**src/rtl/argmin_stream.sv**
```systemverilog
// argmin_stream: streaming argmin over K class distances delivered LANES per beat
// Ports:
//   clk, rst_n       clock, synchronous active-low reset
//   clear            synchronous abort of the partial point (held result kept)
//   in_valid/ready   input beat handshake; in_dists carries LANES unsigned DW-bit lanes
//   out_valid/ready  result handshake; out_idx = class of minimum, out_dist = minimum
module argmin_stream #(
  parameter int DW    = 32,
  parameter int K     = 256,
  parameter int LANES = 16
) (
  input  logic                clk,
  input  logic                rst_n,
  input  logic                clear,
  input  logic                in_valid,
  output logic                in_ready,
  input  logic [LANES*DW-1:0] in_dists,
  output logic                out_valid,
  input  logic                out_ready,
  output logic [31:0]         out_idx,
  output logic [DW-1:0]       out_dist
);
  localparam int BEATS = K / LANES;
  localparam int CW    = BEATS > 1 ? $clog2(BEATS) : 1;
  localparam int NODES = 2 * LANES - 1;
  // Heap-ordered comparison tree: leaves at LANES-1.., node n has children 2n+1 (lower lanes) and 2n+2.
  logic [DW-1:0] node_min [NODES];
  logic [31:0]   node_idx [NODES];
  logic [CW-1:0] beat_cnt_q, beat_cnt_d;
  logic [DW-1:0] run_min_q, run_min_d, out_dist_q, out_dist_d, new_min;
  logic [31:0]   run_idx_q, run_idx_d, out_idx_q, out_idx_d, new_idx;
  logic          out_valid_q, out_valid_d, accept, last, take;
  always_comb begin
    for (int l = 0; l < LANES; l++) begin
      node_min[LANES-1+l] = in_dists[l*DW +: DW];
      node_idx[LANES-1+l] = 32'(l);
    end
    // Right child wins only when strictly smaller, so ties resolve to the lower lane.
    for (int n = LANES - 2; n >= 0; n--) begin
      node_min[n] = node_min[2*n+2] < node_min[2*n+1] ? node_min[2*n+2] : node_min[2*n+1];
      node_idx[n] = node_min[2*n+2] < node_min[2*n+1] ? node_idx[2*n+2] : node_idx[2*n+1];
    end
  end
  assign in_ready = !clear && (!out_valid_q || out_ready);
  assign accept   = in_valid && in_ready;
  assign last     = beat_cnt_q == CW'(BEATS - 1);
  // First beat of a point overwrites the running minimum; later beats replace it only when strictly smaller.
  assign take     = beat_cnt_q == '0 || node_min[0] < run_min_q;
  assign new_min  = take ? node_min[0] : run_min_q;
  assign new_idx  = take ? 32'(beat_cnt_q) * 32'(LANES) + node_idx[0] : run_idx_q;
  always_comb begin
    beat_cnt_d  = clear ? '0 : accept ? (last ? '0 : beat_cnt_q + CW'(1)) : beat_cnt_q;
    run_min_d   = clear ? '1 : accept ? new_min : run_min_q;
    run_idx_d   = !clear && accept ? new_idx : run_idx_q;
    out_valid_d = accept && last ? 1'b1 : out_valid_q && !out_ready;
    out_dist_d  = accept && last ? new_min : out_dist_q;
    out_idx_d   = accept && last ? new_idx : out_idx_q;
  end
  always_ff @(posedge clk) begin
    if (!rst_n) begin
      beat_cnt_q  <= '0;
      run_min_q   <= '1;
      run_idx_q   <= '0;
      out_valid_q <= 1'b0;
      out_idx_q   <= '0;
      out_dist_q  <= '1;
    end else begin
      beat_cnt_q  <= beat_cnt_d;
      run_min_q   <= run_min_d;
      run_idx_q   <= run_idx_d;
      out_valid_q <= out_valid_d;
      out_idx_q   <= out_idx_d;
      out_dist_q  <= out_dist_d;
    end
  end
  assign out_valid = out_valid_q;
  assign out_idx   = out_idx_q;
  assign out_dist  = out_dist_q;
endmodule

```
**config.mk**
```make
export PLATFORM = sky130hd
export DESIGN_NAME = argmin_stream
export DESIGN_NICKNAME = d
export VERILOG_FILES = /design/src/rtl/argmin_stream.sv
export SDC_FILE = /design/constraint.sdc
export NUM_CORES = 1
export LEC_CHECK = 0
export CORE_ASPECT_RATIO = 0.7
export CORE_MARGIN = 2
export CORE_UTILIZATION = 52
export CTS_BUF_LIST = sky130_fd_sc_hd__clkbuf_2
export CTS_CLUSTER_DIAMETER = 120
export DETAILED_ROUTE_END_ITERATION = 10
export PLACE_DENSITY_LB_ADDON = 0.2
export SETUP_SLACK_MARGIN = 0.2
export SYNTH_ARGS = -nofsm -noshare
export SYNTH_HDL_FRONTEND = slang
export SYNTH_SLANG_ARGS = --single-unit
```
**constraint.sdc**
```tcl
create_clock -name clk -period 23.2 [get_ports clk]
set_input_delay 6.96 -clock clk [delete_from_list [all_inputs] [get_ports clk]]
set_output_delay 6.96 -clock clk [all_outputs]
set_load 0.005 [all_outputs]
```
==> impl_metrics.yaml, run 1 <==
status:
  run_status: "finished, final reports clean"
pwr:
  power_leakage_uw: 0.01480
  irDropWorstVdd_uv: 91.60
  p_per_area_nw_per_um2: 86.56
cells_and_area:
  ratio_of_cells_with_drive_above_1_in_the_final_layout: 0.03383
  layout_common_cells: "582 x clkdlybuf4s50_1, 489 x ha_1, 430 x inv_1, 390 x a21oi_1, 277 x nand2_1"
  syn_to_final_growth_pct: 28.89
  nNetsFinal: 4806
  utilization_after_layout: 0.6828
  layout.cells.most_common: "clkdlybuf4s50_1"
  fillerInstances: 3924
worst_setup_path:
  cp.arrival_ns: 22.58
  critical_path.endpoint_type: "flip-flop"
  timing.critical_path.from_type: "input port"
  critical_path_class: "in -> reg"
  regToRegEndpoint: "out_dist[17]"
  reg2reg_setup_slack_ns: 19.21
  cp_data_required_time_ns: 23.85
  cpMaxStageDelayCell: "a21oi_1"
  r2r.worst_path.cells: 18
  critPathMostFrequentCell: "a21oi_1"
  worstPathMaxFanout: 31
  worstReg2RegStart: "run_min_q[17]"
  slowest_delay_ns: 0.71
synth:
  syn-instance-count: 3302
  seq_area_frac_synth: 0.1145
  synthesis.yosys.warnings: 0
  postSynthNetCount: 4308
  postSynth.topFlopCell: "dfxtp_1"
  synth-edff-count: 0
  synth-seq-cells: 133
  synth.distinct_cells: 90
  asyncSetResetFlopFracSynth: 0
  syn_area_um2: 23240
  post_synthesis_area_per_instance_um2: 7.040
placement:
  globalplace.congestion: 1.028
  place_hpwl_um: 76240
  port_buffers: 582
clock_network:
  post_cts.repair.setup_buffers: 0
  clock_latency_ns: 0.72
  cts_tree: "yes"
  cts_buffers: 17
  clock-sinks: 133
  htreeDepth: 4
  clock-root-buffer: "clkbuf_2"
  clockBufferDepth: 2
  clkTransAtPathRegs_ns: 0.25
timing:
  maxClockFrequency_mhz: 45.60
  finalHoldViolations: 0
  worst_slew_pin_slew_ns: 1.098
  period_minus_slack_ns: 21.93
  setup_viol_count_final: 0
  finalClockSkew_ns: 0.04603
  slew-limit-headroom: 0.2680
  setup_repair_after_global_routing_missed_its_margin: "false"
  fin_max_slew_vios: 0
  min_period_over_period: 0.9453
  final.setup.tns_ns: 0
global_routing:
  groute.usage.overall: 0.3656
  grt_pass1_wl_um: 135000
  total_grt_overflow: 0
  first_global_vias: 23927
  largest_net_degree_at_the_start_of_global_routing: 81
  grt_antenna_before_repair: 17
drt:
  wl_cell_um: 20.13
  first_pass_iteration_count_of_the_detailed_router: 7
  detail_route.wirelength_um: 88990
  met3WireLength_um: 8735
  ratio_of_routed_vias_to_standard_cells: 5.910
  drc: 0
  wl_met2_um: 38280
  num_vias: 26120
  highest_layer: "met5"
  count_of_routing_violations_after_the_opening_detailed_route_iteration: 2816
  postRouteAntennaNets: 0
  wl_met1_um: 39820
floorplan:
  num_rows: 64
  num_io_pins: 583
  dieHeight_um: 180.9
  fp.coreArea_um2: 43880
  initial_utilization: 0.5297
  die_width_um: 256.7
  dieArea_um2: 46440
hold_path:
  min_delay_path_depth: 2
  hold_end: "out_idx[19]"
  hp-class: "reg -> reg"
  timing.hold.worst.start: "run_idx_q[19]"
job:
  max_cap_viol_count: 0
## per-stage QoR
stage          total power [uW]  area, um^2  instances  hold slack, ns  worst slack [ns]
5_1_grt                    2801       29960       4418          0.4847            0.2571
6_report                   2593       29960       4420          0.4641             1.269
3_5_place_dp               2354       29660       4374          0.4440            0.4851
2_1_floorplan              1692       23240       3302          0.4367             3.846
3_3_place_gp               2343       29660       4374          0.4407            0.7445
4_1_cts                    2507       29900       4406          0.4668             1.216
## worst max-delay path: cells and delay by family
family | cells | cell delay (ns)
compound gates | 28 | 7.09
mux | 2 | 0.87
simple gates | 22 | 4.88
buf+inv | 5 | 1.31
fa+ha+maj | 5 | 1.41
## layer usage
layer,up-vias,track usage
met5,-,0
met4,10,0.08326
met3,152,0.07786
met2,1184,0.5761
met1,11891,0.5084
li1,12883,-
## registers in the layout, indices dropped and copies added (netlist names)
| register | count |
|---|---|
| beat_cnt_q | 4 |
| out_dist | 32 |
| out_idx | 32 |
| out_valid | 1 |
| run_idx_q | 32 |
| run_min_q | 32 |
## synth_stat cells, types with 5 or more instances
cell / count / area, um^2
o21a_1: 72 / 540.5
a21o_1: 81 / 608.1
nand2b_1: 13 / 81.33
clkbuf_1: 94 / 352.8
buf_4: 7 / 52.55
and3_1: 36 / 225.2
inv_1: 431 / 1618
o2111ai_1: 5 / 43.79
nor4_1: 11 / 68.82
a221oi_1: 11 / 96.34
or2_2: 8 / 50.05
nand2_1: 278 / 1044
o31ai_1: 9 / 67.56
nor2b_1: 13 / 81.33
dfxtp_1: 133 / 2663
o22ai_1: 10 / 62.56
a21oi_1: 392 / 1962
a211oi_1: 65 / 488.0
buf_2: 23 / 115.1
a211o_1: 11 / 96.34
mux2i_1: 138 / 1381
buf_1: 19 / 71.32
or3_1: 5 / 31.28
and4_1: 15 / 131.4
nand3_1: 123 / 615.6
a21boi_0: 5 / 37.54
o21ai_0: 210 / 1051
nor3_1: 53 / 265.3
o211ai_1: 11 / 82.58
and2_1: 43 / 269.0
ha_1: 489 / 6118
a31oi_1: 44 / 275.3
a31o_2: 5 / 43.79
a221o_1: 11 / 110.1
nand4_1: 80 / 500.5
nor2_1: 237 / 889.6
o21ai_1: 16 / 80.08
## power by group
part	switching, uW	internal, uW	total (uW)	leakage, uW
Clock	100	43.6	144	0.000147
Sequential	7.12	243	250	0.00108
Combinational	1380	820	2200	0.0136
## final cells by class
| class | count | area, um^2 | share of cell area |
|---|---|---|---|
| antenna | 13 | 32.53 | 0.001086 |
| clock buffer | 17 | 85.08 | 0.002840 |
| clock inverter | 15 | 160.2 | 0.005345 |
| inverter | 431 | 1618 | 0.05400 |
| multi-input combinational | 2594 | 18510 | 0.6179 |
| sequential | 133 | 2663 | 0.08887 |
| tap | 594 | 743.2 | 0.02481 |
| timing repair buffer | 623 | 6146 | 0.2051 |
## worst max-delay path by stage
stage	startpoint	to	slack, ns
5_1_grt	in_dists[470]	out_dist[19]	0.26
3_5_place_dp	in_dists[406]	out_dist[2]	0.49
4_1_cts	in_dists[406]	out_dist[2]	1.22
3_3_place_gp	in_dists[403]	out_dist[2]	0.74
2_1_floorplan	in_dists[406]	out_idx[1]	3.85
6_report	in_dists[406]	out_dist[17]	1.27
## logic make-up (layout without fill, tap and decap cells)
| group | after synthesis | in the layout | share of synthesized area |
|---|---|---|---|
| buffers and inverters | 576 | 1086 | 0.09576 |
| xor gates and xnor gates | 2 | 2 | 0.0007537 |
| and+or+nand+nor | 931 | 931 | 0.1896 |
| AOI/OAI and AO/OA | 1028 | 1029 | 0.2742 |
| DFF | 133 | 133 | 0.1145 |
| muxes | 142 | 142 | 0.06147 |
| adders and majority gates | 490 | 490 | 0.2636 |
| other | 0 | 13 | 0 |
## timing repair
| item | CTS | global route |
|---|---|---|
| endpoints found under the setup margin | 0 | 127 |
| hold buffers | 0 | 0 |
| gates resized for setup | 0 | 3 |
(Power assumes the default switching activity.)
==> inputs of run 2 (changes only) <==
--- a/config.mk
+++ b/config.mk
@@ -5,12 +5,11 @@
 export SDC_FILE = /design/constraint.sdc
 export NUM_CORES = 1
 export LEC_CHECK = 0
-export CORE_ASPECT_RATIO = 0.7
-export CORE_MARGIN = 2
-export CORE_UTILIZATION = 52
+export CORE_AREA = 2 2 226 228
 export CTS_BUF_LIST = sky130_fd_sc_hd__clkbuf_2
 export CTS_CLUSTER_DIAMETER = 120
 export DETAILED_ROUTE_END_ITERATION = 10
+export DIE_AREA = 0 0 228 230
 export PLACE_DENSITY_LB_ADDON = 0.2
 export SETUP_SLACK_MARGIN = 0.2
 export SYNTH_ARGS = -nofsm -noshare
==> constraint.sdc (replaced) <==
create_clock -name clk -period 26.4 [get_ports clk]
set_input_delay 7.92 -clock clk [delete_from_list [all_inputs] [get_ports clk]]
set_output_delay 7.92 -clock clk [all_outputs]
set_load 0.005 [all_outputs]
==> run 2 against run 1 <==
Non-clock buffer count is 13 lower. Critical endpoint is now out_dist[29]. First-iteration DRC count shrank 40%. Combinational power shrank 17%.
==> impl_metrics.yaml, run 2 (same netlist as run 1, synthesis figures left out) <==
status:
  run_status: "finished, final reports clean"
worst_setup_path:
  cpMaxStageDelayCell: "o21ba_2"
  worstPathMaxFanout: 39
  cp.arrival_ns: 23.81
  cp_data_required_time_ns: 27.01
  timing.critical_path.from_type: "input port"
  slowest_delay_ns: 0.56
  critPathMostFrequentCell: "a21oi_1"
  critical_path_class: "in -> reg"
  critical_path.endpoint_type: "flip-flop"
global_routing:
  grt_antenna_before_repair: 5
  groute.usage.overall: 0.3096
  largest_net_degree_at_the_start_of_global_routing: 68
  grt_pass1_wl_um: 130200
  first_global_vias: 24566
  total_grt_overflow: 0
timing:
  timing.hold.ws_ns: 0.4424
  fin_max_slew_vios: 0
  worst_slew_pin_slew_ns: 0.8932
  finalClockSkew_ns: 0.05482
  period_minus_slack_ns: 23.20
  final.setup.tns_ns: 0
  setup_repair_after_global_routing_missed_its_margin: "false"
  min_period_over_period: 0.8788
  finalHoldViolations: 0
  setup_slack_after_layout_ns: 3.200
  setup_viol_count_final: 0
  maxClockFrequency_mhz: 43.10
  slew-limit-headroom: 0.4045
drt:
  drc: 0
  met3WireLength_um: 5136
  num_vias: 25295
  wl_met2_um: 41130
  wl_met1_um: 34560
  detail_route.wirelength_um: 83810
  count_of_routing_violations_after_the_opening_detailed_route_iteration: 1700
  postRouteAntennaNets: 0
  ratio_of_routed_vias_to_standard_cells: 5.654
  wl_cell_um: 18.73
  highest_layer: "met5"
  first_pass_iteration_count_of_the_detailed_router: 7
clock_network:
  clock_latency_ns: 0.70
  cts_hold_buf: 0
  cts_tree: "yes"
  cts-resized-gates: 0
  clock-sinks: 133
  clockBufferDepth: 2
  clock-root-buffer: "clkbuf_2"
  htreeDepth: 4
  cts_buffers: 17
  post_cts.repair.setup_buffers: 0
  clkTransAtPathRegs_ns: 0.25
floorplan:
  dieHeight_um: 230
  num_rows: 82
  fp.coreArea_um2: 49860
  initial_utilization: 0.4662
  dieArea_um2: 52440
  num_io_pins: 583
  die_width_um: 228
cells_and_area:
  instances_no_fill: 4474
  syn_to_final_growth_pct: 28.62
  layout.cells.most_common: "clkdlybuf4s50_1"
  layout_common_cells: "582 x clkdlybuf4s50_1, 489 x ha_1, 430 x inv_1, 390 x a21oi_1, 278 x nand2_1"
  nNetsFinal: 4792
  utilization_after_layout: 0.5996
  ratio_of_cells_with_drive_above_1_in_the_final_layout: 0.03027
placement:
  place_hpwl_um: 71730
  port_buffers: 582
  place_ws_ns: 2.786
  globalplace.congestion: 1.007
  place_inst: 4439
job:
  max_cap_viol_count: 0
pwr:
  irDropWorstVdd_uv: 73.00
  power_leakage_uw: 0.01471
  p_per_area_nw_per_um2: 72.61
hold_path:
  hp-class: "reg -> reg"
==> run 2: cell types whose count changed in the layout (fill, tap and decap cells not counted), moves of 2 or more <==
cell        change
inv_8           +2
diode_2        -10
clkinvlp_4      +2
clkinv_4        -3
buf_4          -12
==> run 2: cell type report <==
cell class,count,area [um^2]
inverter,431,1618
sequential,133,2663
timing repair buffer,610,6036
antenna,3,7.507
clock inverter,15,152.6
tap,672,840.8
clock buffer,17,85.08
fill,4839,19970
multi-input combinational,2593,18500
==> run 2: power by group <==
group | total [uW] | internal, uW | switching, uW
clock network | 121 | 30.5 | 90.7
logic | 1830 | 710 | 1120
registers | 220 | 214 | 6.09
==> run 2: stage by stage <==
step	total power [uW]	area, um^2
floorplan	1487	23240
global route	2388	29890
detailed placement	2014	29650
global placement	2000	29650
CTS	2147	29890
finish	2171	29900
==> run 2: worst max-delay path: cells and delay by family <==
kind	cells	cell delay, ns
buf+inv	7	2.45
simple gates	22	4.50
compound gates	28	6.68
mux	2	0.59
fa+ha+maj	5	1.62
==> run 2: path summary, 6_finish.rpt <==
path	startpoint	end	slack, ns	cells after the start
min	run_idx_q[13]	out_idx[13]	0.44	2
max	in_dists[406]	out_dist[29]	3.20	64
min reg2reg	run_idx_q[13]	out_idx[13]	0.44	2
max reg2reg	run_min_q[17]	out_dist[29]	22.62	18
==> run 2: metal layers <==
layer | GRT usage | vias to the layer above
met5 | 0 | -
met4 | 0.1013 | 4
met3 | 0.04501 | 141
met2 | 0.5677 | 775
met1 | 0.3688 | 11540
li1 | - | 12835
